$ cat src/rtl/imem_loader.sv
// ============================================================================
// imem_loader : byte-stream boot loader for instruction memory. Rev 1.0
// ============================================================================
`default_nettype none

module imem_loader #(
  parameter int ADDR_WIDTH = 8
) (
  input  logic        clk,
  input  logic        reset,
  input  logic [7:0]  rx_data,
  input  logic        rx_valid,
  output logic        rx_ready,
  output logic        imem_we,
  output logic [31:0] imem_addr,
  output logic [31:0] imem_wdata,
  output logic        cpu_reset,
  output logic        done,
  output logic        error,
  output logic [15:0] loaded_words
);

  localparam logic [2:0] S_HDR_HI = 3'd0;
  localparam logic [2:0] S_HDR_LO = 3'd1;
  localparam logic [2:0] S_LOAD   = 3'd2;
  localparam logic [2:0] S_RUN    = 3'd3;
  localparam logic [2:0] S_ERROR  = 3'd4;

  localparam logic [16:0] CAPACITY = 17'd1 << ADDR_WIDTH;

  logic [2:0]  state_q, state_d;
  logic [15:0] n_q;
  logic [23:0] word_q;
  logic [1:0]  bcnt_q;
  logic [15:0] loaded_words_q;
  logic        we_q;
  logic [31:0] addr_q;
  logic [31:0] wdata_q;
  // One-cycle hold on entering RUN so the core is released an edge later
  logic        settle_q;

  logic        w_accept;
  logic [15:0] w_hdr;
  logic        w_last;

  assign w_accept = rx_valid && rx_ready;
  assign w_hdr    = {n_q[15:8], rx_data};
  assign w_last   = ({1'b0, loaded_words_q} + 17'd1) == {1'b0, n_q};

  always_ff @(posedge clk) begin
    if (reset) begin
      state_q <= S_HDR_HI;
    end else begin
      state_q <= state_d;
    end
  end

  always_comb begin
    state_d = state_q;
    case (state_q)
      S_HDR_HI: if (w_accept) state_d = S_HDR_LO;
      S_HDR_LO: begin
        if (w_accept) begin
          if (w_hdr == 16'd0)                 state_d = S_RUN;
          else if ({1'b0, w_hdr} > CAPACITY)  state_d = S_ERROR;
          else                                state_d = S_LOAD;
        end
      end
      S_LOAD:  if (w_accept && (bcnt_q == 2'd3) && w_last) state_d = S_RUN;
      S_RUN:   state_d = S_RUN;
      S_ERROR: state_d = S_ERROR;
      default: state_d = S_HDR_HI;
    endcase
  end

  always_ff @(posedge clk) begin
    if (reset) begin
      n_q            <= 16'd0;
      word_q         <= 24'd0;
      bcnt_q         <= 2'd0;
      loaded_words_q <= 16'd0;
      we_q           <= 1'b0;
      addr_q         <= 32'd0;
      wdata_q        <= 32'd0;
      settle_q       <= 1'b0;
    end else begin
      we_q     <= 1'b0;
      settle_q <= (state_d == S_RUN) && (state_q != S_RUN);
      if (w_accept) begin
        case (state_q)
          S_HDR_HI: n_q[15:8] <= rx_data;
          S_HDR_LO: n_q[7:0]  <= rx_data;
          S_LOAD: begin
            if (bcnt_q == 2'd3) begin
              wdata_q        <= {word_q, rx_data};
              addr_q         <= {14'd0, loaded_words_q, 2'b00};
              loaded_words_q <= loaded_words_q + 16'd1;
              we_q           <= 1'b1;
              bcnt_q         <= 2'd0;
            end else begin
              word_q <= {word_q[15:0], rx_data};
              bcnt_q <= bcnt_q + 2'd1;
            end
          end
          default: ;
        endcase
      end
    end
  end

  always_comb begin
    rx_ready  = !reset && ((state_q == S_HDR_HI) || (state_q == S_HDR_LO) ||
                           (state_q == S_LOAD));
    cpu_reset = reset || (state_q != S_RUN) || settle_q;
    done      = (state_q == S_RUN) && !settle_q && !reset;
    error     = (state_q == S_ERROR);
  end

  assign imem_we      = we_q;
  assign imem_addr    = addr_q;
  assign imem_wdata   = wdata_q;
  assign loaded_words = loaded_words_q;

endmodule

`default_nettype wire
$ cat config.mk
export PLATFORM = sky130hd
export DESIGN_NAME = imem_loader
export DESIGN_NICKNAME = d
export VERILOG_FILES = /design/src/rtl/imem_loader.sv
export SDC_FILE = /design/constraint.sdc
export NUM_CORES = 1
export LEC_CHECK = 0
export BUFFER_PORTS_ARGS = -buffer_cell sky130_fd_sc_hd__buf_2
export CAP_MARGIN = 20
export CORE_MARGIN = 2
export CORE_UTILIZATION = 50
export CTS_BUF_LIST = sky130_fd_sc_hd__clkbuf_4
export DETAILED_ROUTE_END_ITERATION = 7
export GPL_TIMING_DRIVEN = 0
export PLACE_DENSITY = 0.7
export SLEW_MARGIN = 20
export SYNTH_ARGS = -nofsm -noshare
export SYNTH_HDL_FRONTEND = slang
export SYNTH_SLANG_ARGS = --single-unit
$ cat constraint.sdc
create_clock -name clk -period 2.6 [get_ports clk]
set_clock_uncertainty 0.1 [all_clocks]
set_input_delay 0.26 -clock clk [delete_from_list [all_inputs] [get_ports clk]]
set_output_delay 0.26 -clock clk [all_outputs]
set_load 0.005 [all_outputs]
* After elaboration in Yosys (flattened, before gate mapping)
Cells that the tools add are included.
** Storage, ports and cells
- Logic and storage cells :: 54
- Bits of input ports :: 11
- Output and inout bits :: 85
- Flip-flop bits (word level) :: 111
** Cells by class
- Eq/ne operators :: 8
- $add $sub $neg :: 3
- Reduce and logical (&&, ||, !) cells :: 21
- $lt $le $gt $ge :: 1
- Multiplexer cells :: 8
- Bitwise gates (word level) :: 3
** Operator list (number)
- 16-bit by 1-bit adder with 17-bit output (second input constant) :: 1
- 17-bit by 16-bit == test with 1-bit output :: 1
- 16-bit by 1-bit adder with 16-bit output (second input constant) :: 1
- 16-bit by 9-bit greater-than comparator with 1-bit output (second input constant) :: 1
- 16-bit logical NOT :: 1
- 3-bit two-way mux :: 5
- 3-bit case mux with 5 select lines :: 1
- 3-bit by 2-bit == test with 1-bit output (second input constant) :: 3
- 1-bit logical AND :: 7
- 2-bit AND reduction :: 3
- 3-bit AND reduction :: 2
- 1-bit logical OR :: 4
- 3-bit by 1-bit == test with 1-bit output (second input constant) :: 1
- 3-bit == test (second input constant) :: 1
- 3-bit logical NOT :: 1
- 3-bit by 2-bit inequality test with 1-bit output (second input constant) :: 1
- 1-bit NOT :: 3
- 3-bit OR reduction :: 1
- 2-bit by 1-bit adder with 2-bit output (second input constant) :: 1
- 2-bit == test (second input constant) :: 1
- 1-bit logical NOT :: 2
- 2-bit two-way mux :: 1
- 1-bit two-way mux :: 1

* Depth between registers and ports, before layout
- Depth in word-level cells :: 11
- Depth in mapped cells :: 8
- Gate-level depth less buffers :: 7

* Worst setup path before layout
No wires, ideal clock.
- Path type :: flip-flop to flip-flop
- From :: reg loaded_words_q[1] (netlist: loaded_words[1])
- To :: reg state_q[0]
- Data arrival time :: 2075 ps
- Clock period less this slack :: 2261 ps
- Library setup time :: 86 ps
- Path slack :: 339 ps
- Cell stages (with the launch flop) :: 9
- Required time :: 2414 ps
- Cell sequence :: dfxtp_1 ha_1 buf_2 or3b_1 nand4b_1 nand3_1 a2111oi_2 o2111ai_1 a221oi_2
** On the way
- Longest elaborated chain between the ends :: 5
** RTL lines
- start: declaration :: RTL line 35 : logic [15:0] loaded_words_q;
- start signal: assignment :: RTL line 97 : loaded_words_q <= loaded_words_q + 16'd1;
- 16-bit by 1-bit adder with 17-bit output :: RTL line 48 : assign w_last = ({1'b0, loaded_words_q} + 17'd1) == {1'b0, n_q};
- 17-bit by 16-bit == test with 1-bit output :: RTL line 48
- 1-bit logical AND :: RTL line 69 : S_LOAD: if (w_accept && (bcnt_q == 2'd3) && w_last) state_d = S_RUN;
- 3-bit two-way mux :: RTL line 69
- 3-bit case mux with 5 select lines :: RTL line 60 : case (state_q)
- end signal: assignment :: RTL line 54 : state_q <= state_d;
- end: declaration :: RTL line 31 : logic [2:0] state_q, state_d;
No other way between the ends.
A chain may end at the register's enable or synchronous reset.

* Final worst setup path
- From :: reg loaded_words_q[5] (netlist: loaded_words[5])
- To :: reg state_q[0]
Same word-level chain as after synthesis.

==> results.toml <==
[outcome]
status = "completed"

[setup_path]
arrival_ps = 2780
cpLargestDelayFamily = "compound AO/OA/AOI/OAI gates"
crit_required_ps = 2890
crit_buf_inv = 1
cp-start-kind = "flop"
cp_slowest_cell = "nor4_2"
path_class = "reg -> reg"
cp_max_fo = 10
critPathMaxStageDelay_ps = 430
ff2ff_path_depth = 7
crit_chain = "buf_2 > nand4_1 > nor4_2 > mux2_2 > a31oi_1 > o2111ai_2 > a221oi_2"
cp-end-kind = "flop"
r2r_setup_slack_ps = 110
r2r-end = "state_q[0]"
r2r-start = "loaded_words[5]"

[placed_design]
placed_cell_area_sq_um = 5590
io_buffers = 78
routabilityCongestion = 0.887
dp_slack_ps = -131
dp_hpwl_mm = 9.16

[grt]
grt_use_met2_pct = 39.2
grt_start_max_net_pins = 19
grt_pass1_wl_mm = 20.8
busiest_layer = "met2"
met3_usage_pct = 3.52
grt_remaining_overflow = 0
antenna_found_initial = 0
grt_pass1_vias = 4251
grt.total_usage_pct = 23.6
use_met1_pct = 31.1

[power_and_ir_drop]
power.leakage_nw = 2.34
powerDensity_nw_per_um2 = 466
max-vdd-ir-drop_v = 0.000302

[synth]
synthCells = 633
synth_edf_count = 0
ys_seq_area_share_pct = 44.6
avgSynthCellArea_sq_um = 7.87
synth_top_area_share_pct = 44.6
synth_common_cells = "nand2_1 (183), dfxtp_1 (111), a21oi_1 (88), nor2_1 (41), clkbuf_1 (22)"
synth.most_common_cell = "nand2_1"
post-synth-top-area-cell = "dfxtp_1"
synth_area_sq_um = 4980
ys_seq_elements = 111
synth_async_sr_flop_share_pct = 0
ys.flop_type = "dfxtp_1"
ys_warn_count = 0
synth_cell_type_count = 56
synthTopCellsByArea = "dfxtp_1 (45%), nand2_1 (14%), a21oi_1 (8.8%)"

[finish]
drive_gt1_share_pct = 20.1
post-route-util_pct = 60.0
fin_nets = 758
design_area_sq_um = 5840
seq_area_sq_um = 2230
antenna_cells = 0
multi_input_area_sq_um = 2490
fillCellCount = 910
syn2layout_area_growth_pct = 17.3

[timing]
relSlewSlack_pct = 49.1
hold_violations = 0
setup_ws_ps = 108
grt_setup_unrepaired = "no"
hold_ws_ps = 178
setup_viol = 0
slew_violations = 0
finalCritPeriodShare_pct = 95.9
period_needed_ps = 2490
tightest_slew_ps = 757
timing.fmax_mhz = 401

[min_path]
hold_path_class = "in -> reg"
whs_endpoint = "bcnt_q[1]"
holdCritStartpoint = "rx_valid"
hold_depth = 4

[clocking]
clock-sinks = 111
numCtsBuffers = 9
cts_tree = "yes"
h-tree-depth = 3
clk_pin_slew_worst_paths_ps = 170
cts_root_buf = "clkbuf_4"
clockBufferDepth = 2
insertion_delay_ps = 470

[die]
io_pins = 96
initial_utilization_pct = 51.2
row_count = 36
core_sq_um = 9730
fp.dieW_um = 104
dieArea_sq_um = 10800
die_h_um = 104

[routing]
drt_first_pass_iters = 4
wl_per_cell_um = 14.5
drc = 0
vias = 4668
ant_nets = 0
wl_mm = 12.8
routed_via_density = 5.29
drt_iter0_drc = 218

[job]
maxCapViolCount = 0
## kinds of logic after synthesis
kind of cell    count (synthesis)  share of synthesized area, %
simple gates                  295                          26.9
compound gates                116                          13.3
flops                         111                          44.6
buf+inv                        68                          7.19
xor+xnor                       28                          4.92
mux                            12                          2.44
fa+ha+maj                       2                         0.502
other cells                     1                        0.0753
## per-layer routing
metal / up-vias / wire length (um)
met5: - / 0
met4: 0 / 259
met3: 21 / 683
met2: 156 / 6030
met1: 2178 / 5810
li1: 2313 / -
## tightest hold or removal path: stages
cell and delay, ps:
buf_2 140, nand3_1 140, mux2i_1 90, nor2_1 70
## power by group
| part | internal [W] | switching, W |
|---|---|---|
| clock network | 0.000229 | 0.000588 |
| logic | 0.0000729 | 0.000103 |
| registers | 0.00171 | 0.0000167 |
| total | 0.00202 | 0.000708 |
## what timing repair did
action                                  4_1_cts  5_1_grt
gates cloned                                  0        0
endpoints found under the setup margin        2        2
hold buffers                                  8        0
pin swaps                                     0        4
buffers inserted                              0        1
resized for setup                             4        5
endpoints found under the hold margin        25        0
## final cells by class
type,count,area share (%)
multi-input combinational,469,42.6
buffer,62,5.78
inverter,5,0.321
clock inverter,5,0.750
sequential,111,38.1
timing repair buffer,87,8.18
tap,133,2.85
clock buffer,11,1.41
## metrics by stage
stage / total power (W) / cells / setup TNS (ps)
2_1_floorplan: 0.00188 / 648 / 0
3_3_place_gp: 0.00192 / 859 / -156
3_5_place_dp: 0.00193 / 859 / -173
4_1_cts: 0.00274 / 882 / 0
5_1_grt: 0.00282 / 883 / 0
6_report: 0.00272 / 883 / 0
## registers in the layout, indices dropped and copies added, names as in the netlist
signal        flops
imem_wdata       32
word_q           24
imem_addr        16
loaded_words     16
n_q              16
state_q           3
bcnt_q            2
imem_we           1
settle_q          1
## layout by cell type, fill, tap and decap left out, types with 3 or more instances in the layout
| master | n |
|---|---|
| nand3_1 | 10 |
| nor4_2 | 3 |
| conb_1 | 16 |
| mux2i_1 | 11 |
| buf_4 | 21 |
| dlygate4sd3_1 | 8 |
| nor2_1 | 41 |
| nor4_1 | 5 |
| nor3_1 | 7 |
| xor2_1 | 14 |
| inv_1 | 4 |
| clkbuf_1 | 21 |
| a21oi_1 | 88 |
| nand2b_1 | 3 |
| dfxtp_1 | 109 |
| clkbuf_4 | 11 |
| buf_2 | 90 |
| or3_1 | 5 |
| nand2_1 | 183 |
| nand4_1 | 13 |
| buf_1 | 7 |
| xnor2_1 | 14 |
| o21ai_0 | 8 |
## worst max-delay path by stage
stage / from / endpoint / slack [ps] / depth (start not counted)
floorplan: loaded_words[1] / state_q[0] / 340 / 8
global placement: loaded_words[1] / state_q[0] / -120 / 8
detailed placement: loaded_words[1] / state_q[0] / -130 / 8
CTS: loaded_words[1] / state_q[0] / 40 / 8
global route: loaded_words[5] / state_q[0] / 0.9 / 7
finish: loaded_words[5] / state_q[0] / 110 / 7
(Power assumes the default switching activity.)
